### config.mk
export PLATFORM = sky130hd
export DESIGN_NAME = egress_arbiter
export DESIGN_NICKNAME = d
export VERILOG_FILES = /design/src/rtl/egress_arbiter.sv
export SDC_FILE = /design/constraint.sdc
export NUM_CORES = 1
export LEC_CHECK = 0
export ABC_AREA = 0
export BUFFER_PORTS_ARGS = -buffer_cell sky130_fd_sc_hd__buf_2
export CAP_MARGIN = 15
export CORE_AREA = 2 2 39 41
export CTS_CLUSTER_SIZE = 28
export DETAILED_ROUTE_END_ITERATION = 8
export DIE_AREA = 0 0 41 43
export PLACE_DENSITY_LB_ADDON = 0.25
export SYNTH_ARGS = -nofsm -noshare
export SYNTH_HDL_FRONTEND = slang
export SYNTH_SLANG_ARGS = --single-unit
### constraint.sdc
create_clock -name clk -period 2.1 [get_ports clk]
set_clock_uncertainty 0.1 [all_clocks]
set_input_delay 0.63 -clock clk [delete_from_list [all_inputs] [get_ports clk]]
set_output_delay 0.63 -clock clk [all_outputs]
set_load 0.01 [all_outputs]
### src/rtl/egress_arbiter.sv
// egress_arbiter: round-robin packet arbiter granting one of N_PORTS ingress ports to a single egress.
// Ports: clk; reset_n (async, active-low); ingress_valid/ingress_eop (per-port beat valid / end-of-packet);
//   egress_ready (downstream accept); selected_ingress (registered data-mux select); ingress_ready
//   (one-hot backpressure); egress_valid/egress_eop (egress beat); busy (grant held);
//   timeout_err (stall watchdog pulse, present only when PKT_TIMEOUT_EN is defined).
// Optional macro PKT_TIMEOUT_EN compiles in a stall watchdog that revokes a grant after
//   TIMEOUT_CYCLES cycles without a transfer.
module egress_arbiter #(
  parameter int N_PORTS = 4,
  parameter int IDX_WIDTH = $clog2(N_PORTS),
  parameter int TIMEOUT_CYCLES = 256
) (
  input  logic                 clk,
  input  logic                 reset_n,
  input  logic [N_PORTS-1:0]   ingress_valid,
  input  logic [N_PORTS-1:0]   ingress_eop,
  input  logic                 egress_ready,
  output logic [IDX_WIDTH-1:0] selected_ingress,
  output logic [N_PORTS-1:0]   ingress_ready,
  output logic                 egress_valid,
  output logic                 egress_eop,
`ifdef PKT_TIMEOUT_EN
  output logic                 timeout_err,
`endif
  output logic                 busy
);
  typedef enum logic {IDLE, BUSY} state_t;
  state_t r_state;
  logic [IDX_WIDTH-1:0] r_sel, r_last, w_pick, w_idx;
  logic w_xfer, w_tmo;
  // Walk from the farthest candidate to the nearest so the port right after r_last wins.
  always_comb begin
    w_pick = r_last;
    w_idx = '0;
    for (int k = N_PORTS; k >= 1; k--) begin
      w_idx = IDX_WIDTH'((int'(r_last) + k) % N_PORTS);
      if (ingress_valid[w_idx]) w_pick = w_idx;
    end
  end
  assign busy = (r_state == BUSY);
  assign selected_ingress = r_sel;
  assign egress_valid = busy & ingress_valid[r_sel];
  assign egress_eop = egress_valid & ingress_eop[r_sel];
  assign ingress_ready = (busy & egress_ready) ? N_PORTS'(1) << r_sel : '0;
  assign w_xfer = egress_valid & egress_ready;
`ifdef PKT_TIMEOUT_EN
  localparam int CW = $clog2(TIMEOUT_CYCLES + 1);
  logic [CW-1:0] r_cnt;
  logic r_tmo;
  // Fires on the stall cycle that would bring the count to TIMEOUT_CYCLES.
  assign w_tmo = busy & ~w_xfer & (r_cnt == CW'(TIMEOUT_CYCLES - 1));
  assign timeout_err = r_tmo;
  always_ff @(posedge clk or negedge reset_n)
    if (!reset_n) begin
      r_cnt <= '0;
      r_tmo <= 1'b0;
    end else begin
      r_tmo <= w_tmo;
      r_cnt <= (!busy || w_xfer || w_tmo) ? '0 : r_cnt + 1'b1;
    end
`else
  assign w_tmo = 1'b0;
`endif
  always_ff @(posedge clk or negedge reset_n)
    if (!reset_n) begin
      r_state <= IDLE;
      r_sel <= '0;
      r_last <= IDX_WIDTH'(N_PORTS - 1);
    end else if (r_state == IDLE) begin
      if (|ingress_valid) begin
        r_sel <= w_pick;
        r_state <= BUSY;
      end
    end else if ((w_xfer & egress_eop) | w_tmo) begin
      r_state <= IDLE;
      r_last <= r_sel;
    end
endmodule

* Yosys cells after proc, flatten, opt, wreduce, memory -nomap -nowiden *
Cells that the tools add are included.

cells by class
  add/sub/neg operators = 4
  order comparisons = 5
  shifts and indexed selects = 1
  multiplexer cells = 20
  bitwise gates (word level) = 6
  reduce and logical (&&, ||, !) cells = 3

operators by type and width
  kind                                                                          count
  2-bit by 3-bit less-than comparator with 1-bit output, second input constant  5
  1-bit binary-select mux with 2-bit select                                     6
  1-bit two-way mux                                                             9
  2-bit two-way mux                                                             4
  1-bit bitwise AND                                                             5
  2-bit by 1-bit adder with 2-bit output, second input constant                 2
  2-bit adder, second input constant                                            2
  4-bit two-way mux                                                             1
  2-bit AND reduction                                                           2
  4-bit OR reduction                                                            1
  1-bit by 2-bit left shift with 4-bit output, first input constant             1
  1-bit NOT                                                                     1

word-level totals
  register bits = 5

* Logic depth before layout (Yosys ltp) *
Gate-level depths: netlist (run 1).

  word-level depth = 7
  mapped depth = 4
  gate-level depth less buffers = 3

* Worst setup path before layout (run 1) *
OpenSTA, ideal clock, no wires.

  path type = in2out
  start point = in ingress_eop[1]
  end point = out egress_eop
  arrival time = 1.402 ns
  data required time = 1.370 ns
  path slack = -0.032 ns
  stages on the path = 2
  buffers on the path = 0
  cell sequence = mux4_1 and3_2

on the way
  cells in the longest elaborated chain, start to end = 3

RTL lines
  what                                       line  text
  from (decl)                                16    input logic [N_PORTS-1:0] ingress_eop,
  1-bit binary-select mux with 2-bit select  43    assign egress_eop = egress_valid & ingress_eop[r_sel];
  1-bit two-way mux (implied by the code)    43
  1-bit bitwise AND                          43
  to (decl)                                  21    output logic egress_eop,

Every way passes these cells. The select of a mux whose other input is x is not followed.

* Worst setup path in the final report (run 1) *
  start point = in ingress_valid[3]
  end point = out egress_eop

on the way
  cells in the longest elaborated chain, start to end = 4

RTL lines
  what                                       line  text
  from (decl)                                15    input logic [N_PORTS-1:0] ingress_valid,
  1-bit binary-select mux with 2-bit select  42    assign egress_valid = busy & ingress_valid[r_sel];
  1-bit two-way mux (implied by the code)    42
  1-bit bitwise AND                          42
  1-bit bitwise AND                          43

Every way passes these cells. The select of a mux whose other input is x is not followed.

==> flow_summary_export.csv, run 1 <==
group,metric,value,unit
synth,synth_top_area_share,18.6,%
cts,cts_tree,"yes",
synth,yosys_warnings,0,
timing,finalCritPeriodShare,108,%
finish,drive_gt1_share,57.5,%
timing,period_minus_slack,2270,ps
cts,cts_max_level,1,
cts,clock_latency,240,ps
placed_design,placed_cells,83,
placed_design,hpwl,863,microns
finish,finalInstanceArea,648,sq um
critical_path,cp_data_required_time,1370,ps
timing,final_max_slew_viol_count,0,
run_status,violations,"setup timing",
critical_path,crit_arrival,1540,ps
finish,nets,85,
die,rows,14,
synth,synthTopCellsByArea,"dfrtp_1 (19%), dfstp_2 (13%), mux4_1 (6.5%), mux4_2 (5.6%), nor3_1 (5.0%)",
grt,first_global_vias,428,
routing,post_drt_wl_per_cell,12.4,microns
finish,syn_to_final_growth,60.4,%
routing,route.detailed.drc,0,
pwr,total_power,0.000835,W
grt,grt_pass1_wl,1830,microns
routing,wl,1110,microns
run,maxCapViolCount,0,
worst_hold_path,hp-class,"primary input to asynchronous set/reset pin",
synth,yosysSeqAreaShare,31.6,%
grt,antenna_found_initial,0,
critical_path,path_class,"primary input to primary output",
pwr,peakVddDrop,0.491,mV
cts,cts_max_path_buffers,2,
synth,syn_avg_cell_area,9.62,sq um
die,start_util,29.2,%
pwr,leakagePower,0.313,nW
synth,ys_seq_elements,5,
timing,relSlewSlack,80.6,%
routing,via_count,439,
pwr,power_density,1290,nW/um^2
critical_path,crit_fanout,4,
synth,ys_types,29,
finish,final_cells,89,
placed_design,dpl-instance-area,572,sq um
grt,grt_overflow_total,0,
timing,hold-worst-slack,92.6,ps
cts,cts.clk_slew.worst_paths,50,ps
synth,synth_area,404,sq um
routing,drtIter0Drc,1,
timing,max_freq,0.441,GHz
critical_path,end_kind,"primary output",
routing,vias_per_cell,4.93,
placed_design,place.gp.congestion,0.777,
routing,ant_nets,0,
grt,grt_max_degree,11,
critical_path,reg2reg_slack,400,ps
synth,synthesis.nets,53,
synth,yosys.area.top_type,"dfrtp_1",
cts,cts_buffers,3,
timing,worst_pin_slew,291,ps
grt,grt_usage,15.2,%
run_status,status,"finished, violations left",
cts,cts_root_buf,"clkbuf_4",
timing,rsz0062_at_grt,"true",
timing,setup_violations,2,
die,die_area,1760,sq um
finish,fillers,127,
finish,diodes,0,
cts,clkSinkCount,5,
die,die_height,43,microns
die,ios,20,
routing,first_pass_iters,2,
timing,setup_ws,-168,ps
placed_design,portBuffers,19,
synth,synth_cells,42,
die,core,1380,sq um
timing,finalHoldViolations,0,
cts,holdBufCountCts,0,
die,die_w,41,microns
critical_path,crit_path_start_kind,"primary input",
==> critical path, stage by stage <==
cell	delay (ps)
buf_6	90
mux4_2	510
and3_4	200
buf_6	110
==> cells in the mapped netlist <==
cell type,count
mux4_1,1
nor2_1,3
o21ai_0,2
mux4_2,1
and2_2,1
and3_2,2
dfstp_2,2
mux2i_1,1
dfrtp_1,3
o2111ai_2,1
nor2b_1,1
and3b_1,1
o41a_1,1
inv_1,2
nand2_1,2
nand2b_1,1
buf_1,1
o2bb2ai_1,1
nor3b_1,1
nor4_1,1
a31oi_1,1
o21ai_2,1
or2_2,1
nand3_1,1
o31ai_1,1
and3_1,1
nor3_1,4
mux2_4,1
a21oi_1,2
==> repair_timing <==
item	4_1_cts	5_1_grt
pin swaps	1	1
cloned	0	0
hold endpoints to repair	0	0
resized for setup	7	1
setup endpoints to repair	2	2
buffers inserted	1	1
==> per-layer routing <==
metal | part of all wire, % | up-vias | track usage [%]
met2 | 46 | 11 | 20.6
met3 | 4.6 | 2 | 0
li1 | - | 224 | -
met4 | 0.90 | 0 | 10.0
met1 | 48 | 202 | 22.8
met5 | 0 | - | 0
==> where the power goes <==
part	internal (W)	total, W	switching (W)
Sequential	0.000158	0.000231	0.0000737
Combinational	0.000283	0.000492	0.000209
Clock	0.0000719	0.000112	0.0000397
Total	0.000513	0.000835	0.000322
==> cells by family after synthesis <==
kind of cell,synth area share (%)
muxes,18.3
DFF,31.6
buffers and inverters,2.79
AOI/OAI and AO/OA,19.2
and+or+nand+nor,28.2
==> flip-flops by register name, indices dropped and copies added, names as in the netlist <==
register          flops
r_last                2
selected_ingress      2
busy                  1
==> final timing paths <==
| path | cells past startpoint | start | to |
|---|---|---|---|
| worst max register to register | 4 | selected_ingress[1] | r_last[0] |
| min in group clk | 1 | r_last[1] | r_last[1] |
| max in group asynchronous | 1 | reset_n | r_last[0] |
| worst max-delay path | 4 | ingress_valid[3] | egress_eop |
| worst min register to register | 1 | r_last[1] | r_last[1] |
| worst min-delay path | 1 | reset_n | busy |
==> cell type report <==
| class | count | area, sq um | share of cell area [%] |
|---|---|---|---|
| multi-input cells | 34 | 267 | 41.1 |
| repair buffers | 28 | 200 | 30.9 |
| flip-flops and latches | 5 | 128 | 19.7 |
| clock buffers | 4 | 26.3 | 4.05 |
| well taps | 16 | 20.0 | 3.09 |
| inverters | 2 | 7.51 | 1.16 |
==> per-stage QoR <==
| step | utilization, % | worst slack (ps) | setup TNS (ps) |
|---|---|---|---|
| 4_1_cts | 45.8 | -179 | -337 |
| 3_3_place_gp | 41.3 | -231 | -457 |
| 5_1_grt | 46.8 | -196 | -376 |
| 6_report | 46.8 | -168 | -324 |
| 2_1_floorplan | - | 0.121 | 0 |
| 3_5_place_dp | 41.3 | -247 | -485 |
==> cell usage in the layout, fill, tap and decap left out, types with 3 or more instances in the layout <==
cell type,n
nor2_1,3
buf_2,13
dfrtp_1,3
clkbuf_4,3
buf_4,9
nor3_1,4
buf_6,6
No activity file was read; power rests on OpenSTA's default activity.
==> run 2: changes to the inputs <==
--- a/config.mk
+++ b/config.mk
@@ -13,6 +13,7 @@
 export DETAILED_ROUTE_END_ITERATION = 8
 export DIE_AREA = 0 0 41 43
 export PLACE_DENSITY_LB_ADDON = 0.25
+export SLEW_MARGIN = 10
 export SYNTH_ARGS = -nofsm -noshare
 export SYNTH_HDL_FRONTEND = slang
 export SYNTH_SLANG_ARGS = --single-unit
==> constraint.sdc (replaced) <==
create_clock -name clk -period 2.2 [get_ports clk]
set_clock_uncertainty 0.1 [all_clocks]
set_input_delay 0.66 -clock clk [delete_from_list [all_inputs] [get_ports clk]]
set_output_delay 0.66 -clock clk [all_outputs]
set_load 0.01 [all_outputs]
==> run 2 against run 1 <==
  * The run still ends with setup timing left
  * Critical endpoint unchanged
  * Die area unchanged
  * First-iteration DRC count rose to 10 times the previous value
  * Final area up 0.58%
==> flow_summary_export.csv, run 2 (synthesized netlist as in run 1, its figures left out) <==
group,metric,value,unit
worst_hold_path,hp-class,"primary input to asynchronous set/reset pin",
die,rows,14,
routing,route.detailed.drc,0,
grt,met2_usage,26.3,%
timing,setup_violations,2,
pwr,intPower,0.000491,W
routing,post_drt_wl_per_cell,13.8,microns
critical_path,path_class,"primary input to primary output",
timing,max_freq,0.430,GHz
die,die_area,1760,sq um
timing,setup_ws,-127,ps
placed_design,hpwl,874,microns
pwr,power_frac_seq,27.9,%
finish,final_cells,89,
grt,grt_max_degree,11,
routing,first_pass_iters,4,
pwr,peakVddDrop,0.596,mV
timing,final_max_slew_viol_count,0,
die,start_util,29.2,%
timing,finalHoldViolations,0,
critical_path,reg2reg_to,"r_last[0]",
run,maxCapViolCount,0,
critical_path,r2r_start,"selected_ingress[1]",
finish,drive_gt1_share,57.5,%
die,die_w,41,microns
die,die_height,43,microns
pwr,combPwrFrac,59.1,%
grt,grt.busiest_layer,"met2",
placed_design,portBuffers,19,
finish,layout_commonest_cell,"buf_2",
cts,clkSinkCount,5,
timing,worst_pin_slew,328,ps
pwr,power_density,1230,nW/um^2
timing,relSlewSlack,78.1,%
critical_path,cpMostUsedCell,"buf_6",
pwr,power.switching,0.000312,W
timing,finalCritPeriodShare,106,%
grt,grtUsageMet3,3.14,%
pwr,pwr-share-clk,12.9,%
routing,vias_per_cell,5.35,
finish,diodes,0,
grt,grt_usage,17.3,%
critical_path,crit_path_start_kind,"primary input",
cts,clock_latency,240,ps
critical_path,end_kind,"primary output",
grt,grt_pass1_wl,2080,microns
critical_path,cp_slowest_cell,"mux4_2",
routing,drtIter0Drc,10,
die,ios,20,
grt,grt_overflow_total,0,
critical_path,rr_worst_depth,4,
routing,via_count,476,
critical_path,reg2reg_slack,500,ps
die,core,1380,sq um
run_status,status,"finished, violations left",
cts,cts_root_buf,"clkbuf_4",
pwr,switching_share,38.9,%
cts,cts_max_level,1,
placed_design,place.gp.congestion,0.841,
critical_path,slowest_delay,510,ps
finish,nets,85,
cts,cts_tree,"yes",
run_status,violations,"setup timing",
cts,cts_max_path_buffers,2,
critical_path,crit_arrival,1570,ps
finish,mostFrequentLayoutCells,"buf_2 (13), buf_4 (9), buf_6 (5), nor3_1 (4)",
cts,cts.clk_slew.worst_paths,40,ps
finish,syn_to_final_growth,61.3,%
cts,cts_buffers,3,
critical_path,crit_fanout,4,
timing,rsz0062_at_grt,"true",
placed_design,placed_cells,83,
pwr,total_power,0.000803,W
grt,first_global_vias,456,
routing,ant_nets,0,
grt,met1_usage,23.9,%
critical_path,cp_data_required_time,1440,ps
pwr,leakagePower,0.315,nW
routing,wl,1230,microns
critical_path,path_cells,"buf_6 > mux4_2 > and3_4 > buf_6",
timing,period_minus_slack,2330,ps
grt,antenna_found_initial,0,
finish,fillers,137,
[run 2: critical path, delay by kind of cell]
| family | cells | cell delay [ps] |
|---|---|---|
| simple gates | 1 | 200 |
| buf+inv | 2 | 200 |
| mux | 1 | 510 |
[run 2: worst max-delay path by stage]
stage | startpoint | to | slack, ps
floorplan | ingress_eop[1] | egress_eop | 8
global placement | ingress_valid[1] | egress_eop | -200
detailed placement | ingress_valid[1] | egress_eop | -210
CTS | ingress_valid[3] | egress_eop | -140
global route | ingress_valid[3] | egress_eop | -150
finish | ingress_valid[3] | egress_eop | -130
[run 2: power groups by stage]
| stage | clock [W] | sequential, W | combinational (W) |
|---|---|---|---|
| 4_1_cts | 0.000109 | 0.000224 | 0.000474 |
| 3_5_place_dp | 0 | 0.000220 | 0.000409 |
| 6_report | 0.000104 | 0.000224 | 0.000475 |
| 5_1_grt | 0.000115 | 0.000234 | 0.000516 |
| 3_3_place_gp | 0 | 0.000221 | 0.000404 |
| 2_1_floorplan | 0 | 0.000214 | 0.000245 |
[run 2: layout make-up]
type	instances	area, sq um	area share, %
multi-input cells	34	267	40.9
repair buffers	28	204	31.3
flip-flops and latches	5	128	19.6
clock buffers	4	26.3	4.03
well taps	16	20.0	3.07
inverters	2	7.51	1.15
[run 2: per-layer routing]
metal	part of all wire (%)	routed length [microns]
met1	44	533
met2	51	624
met3	5.5	67
met4	0	0
met5	0	0
[run 2: timing repair]
action / 4_1_cts / 5_1_grt
resized for setup: 11 / 0
hold buffers: 0 / 0
buffers inserted: 2 / 0
setup endpoints to repair: 2 / 2
pin swaps: 1 / 1
gates cloned: 0 / 0
[run 2: metrics by stage]
stage | worst slack [ps] | setup TNS, ps | util [%] | instance area, sq um | hold WS (ps)
2_1_floorplan | 7.66 | 0 | - | 404 | 264
3_3_place_gp | -197 | -391 | 41.0 | 568 | 378
3_5_place_dp | -207 | -407 | 41.0 | 568 | 379
4_1_cts | -140 | -255 | 47.1 | 652 | 119
5_1_grt | -151 | -291 | 47.1 | 652 | 115
6_report | -127 | -244 | 47.1 | 652 | 124
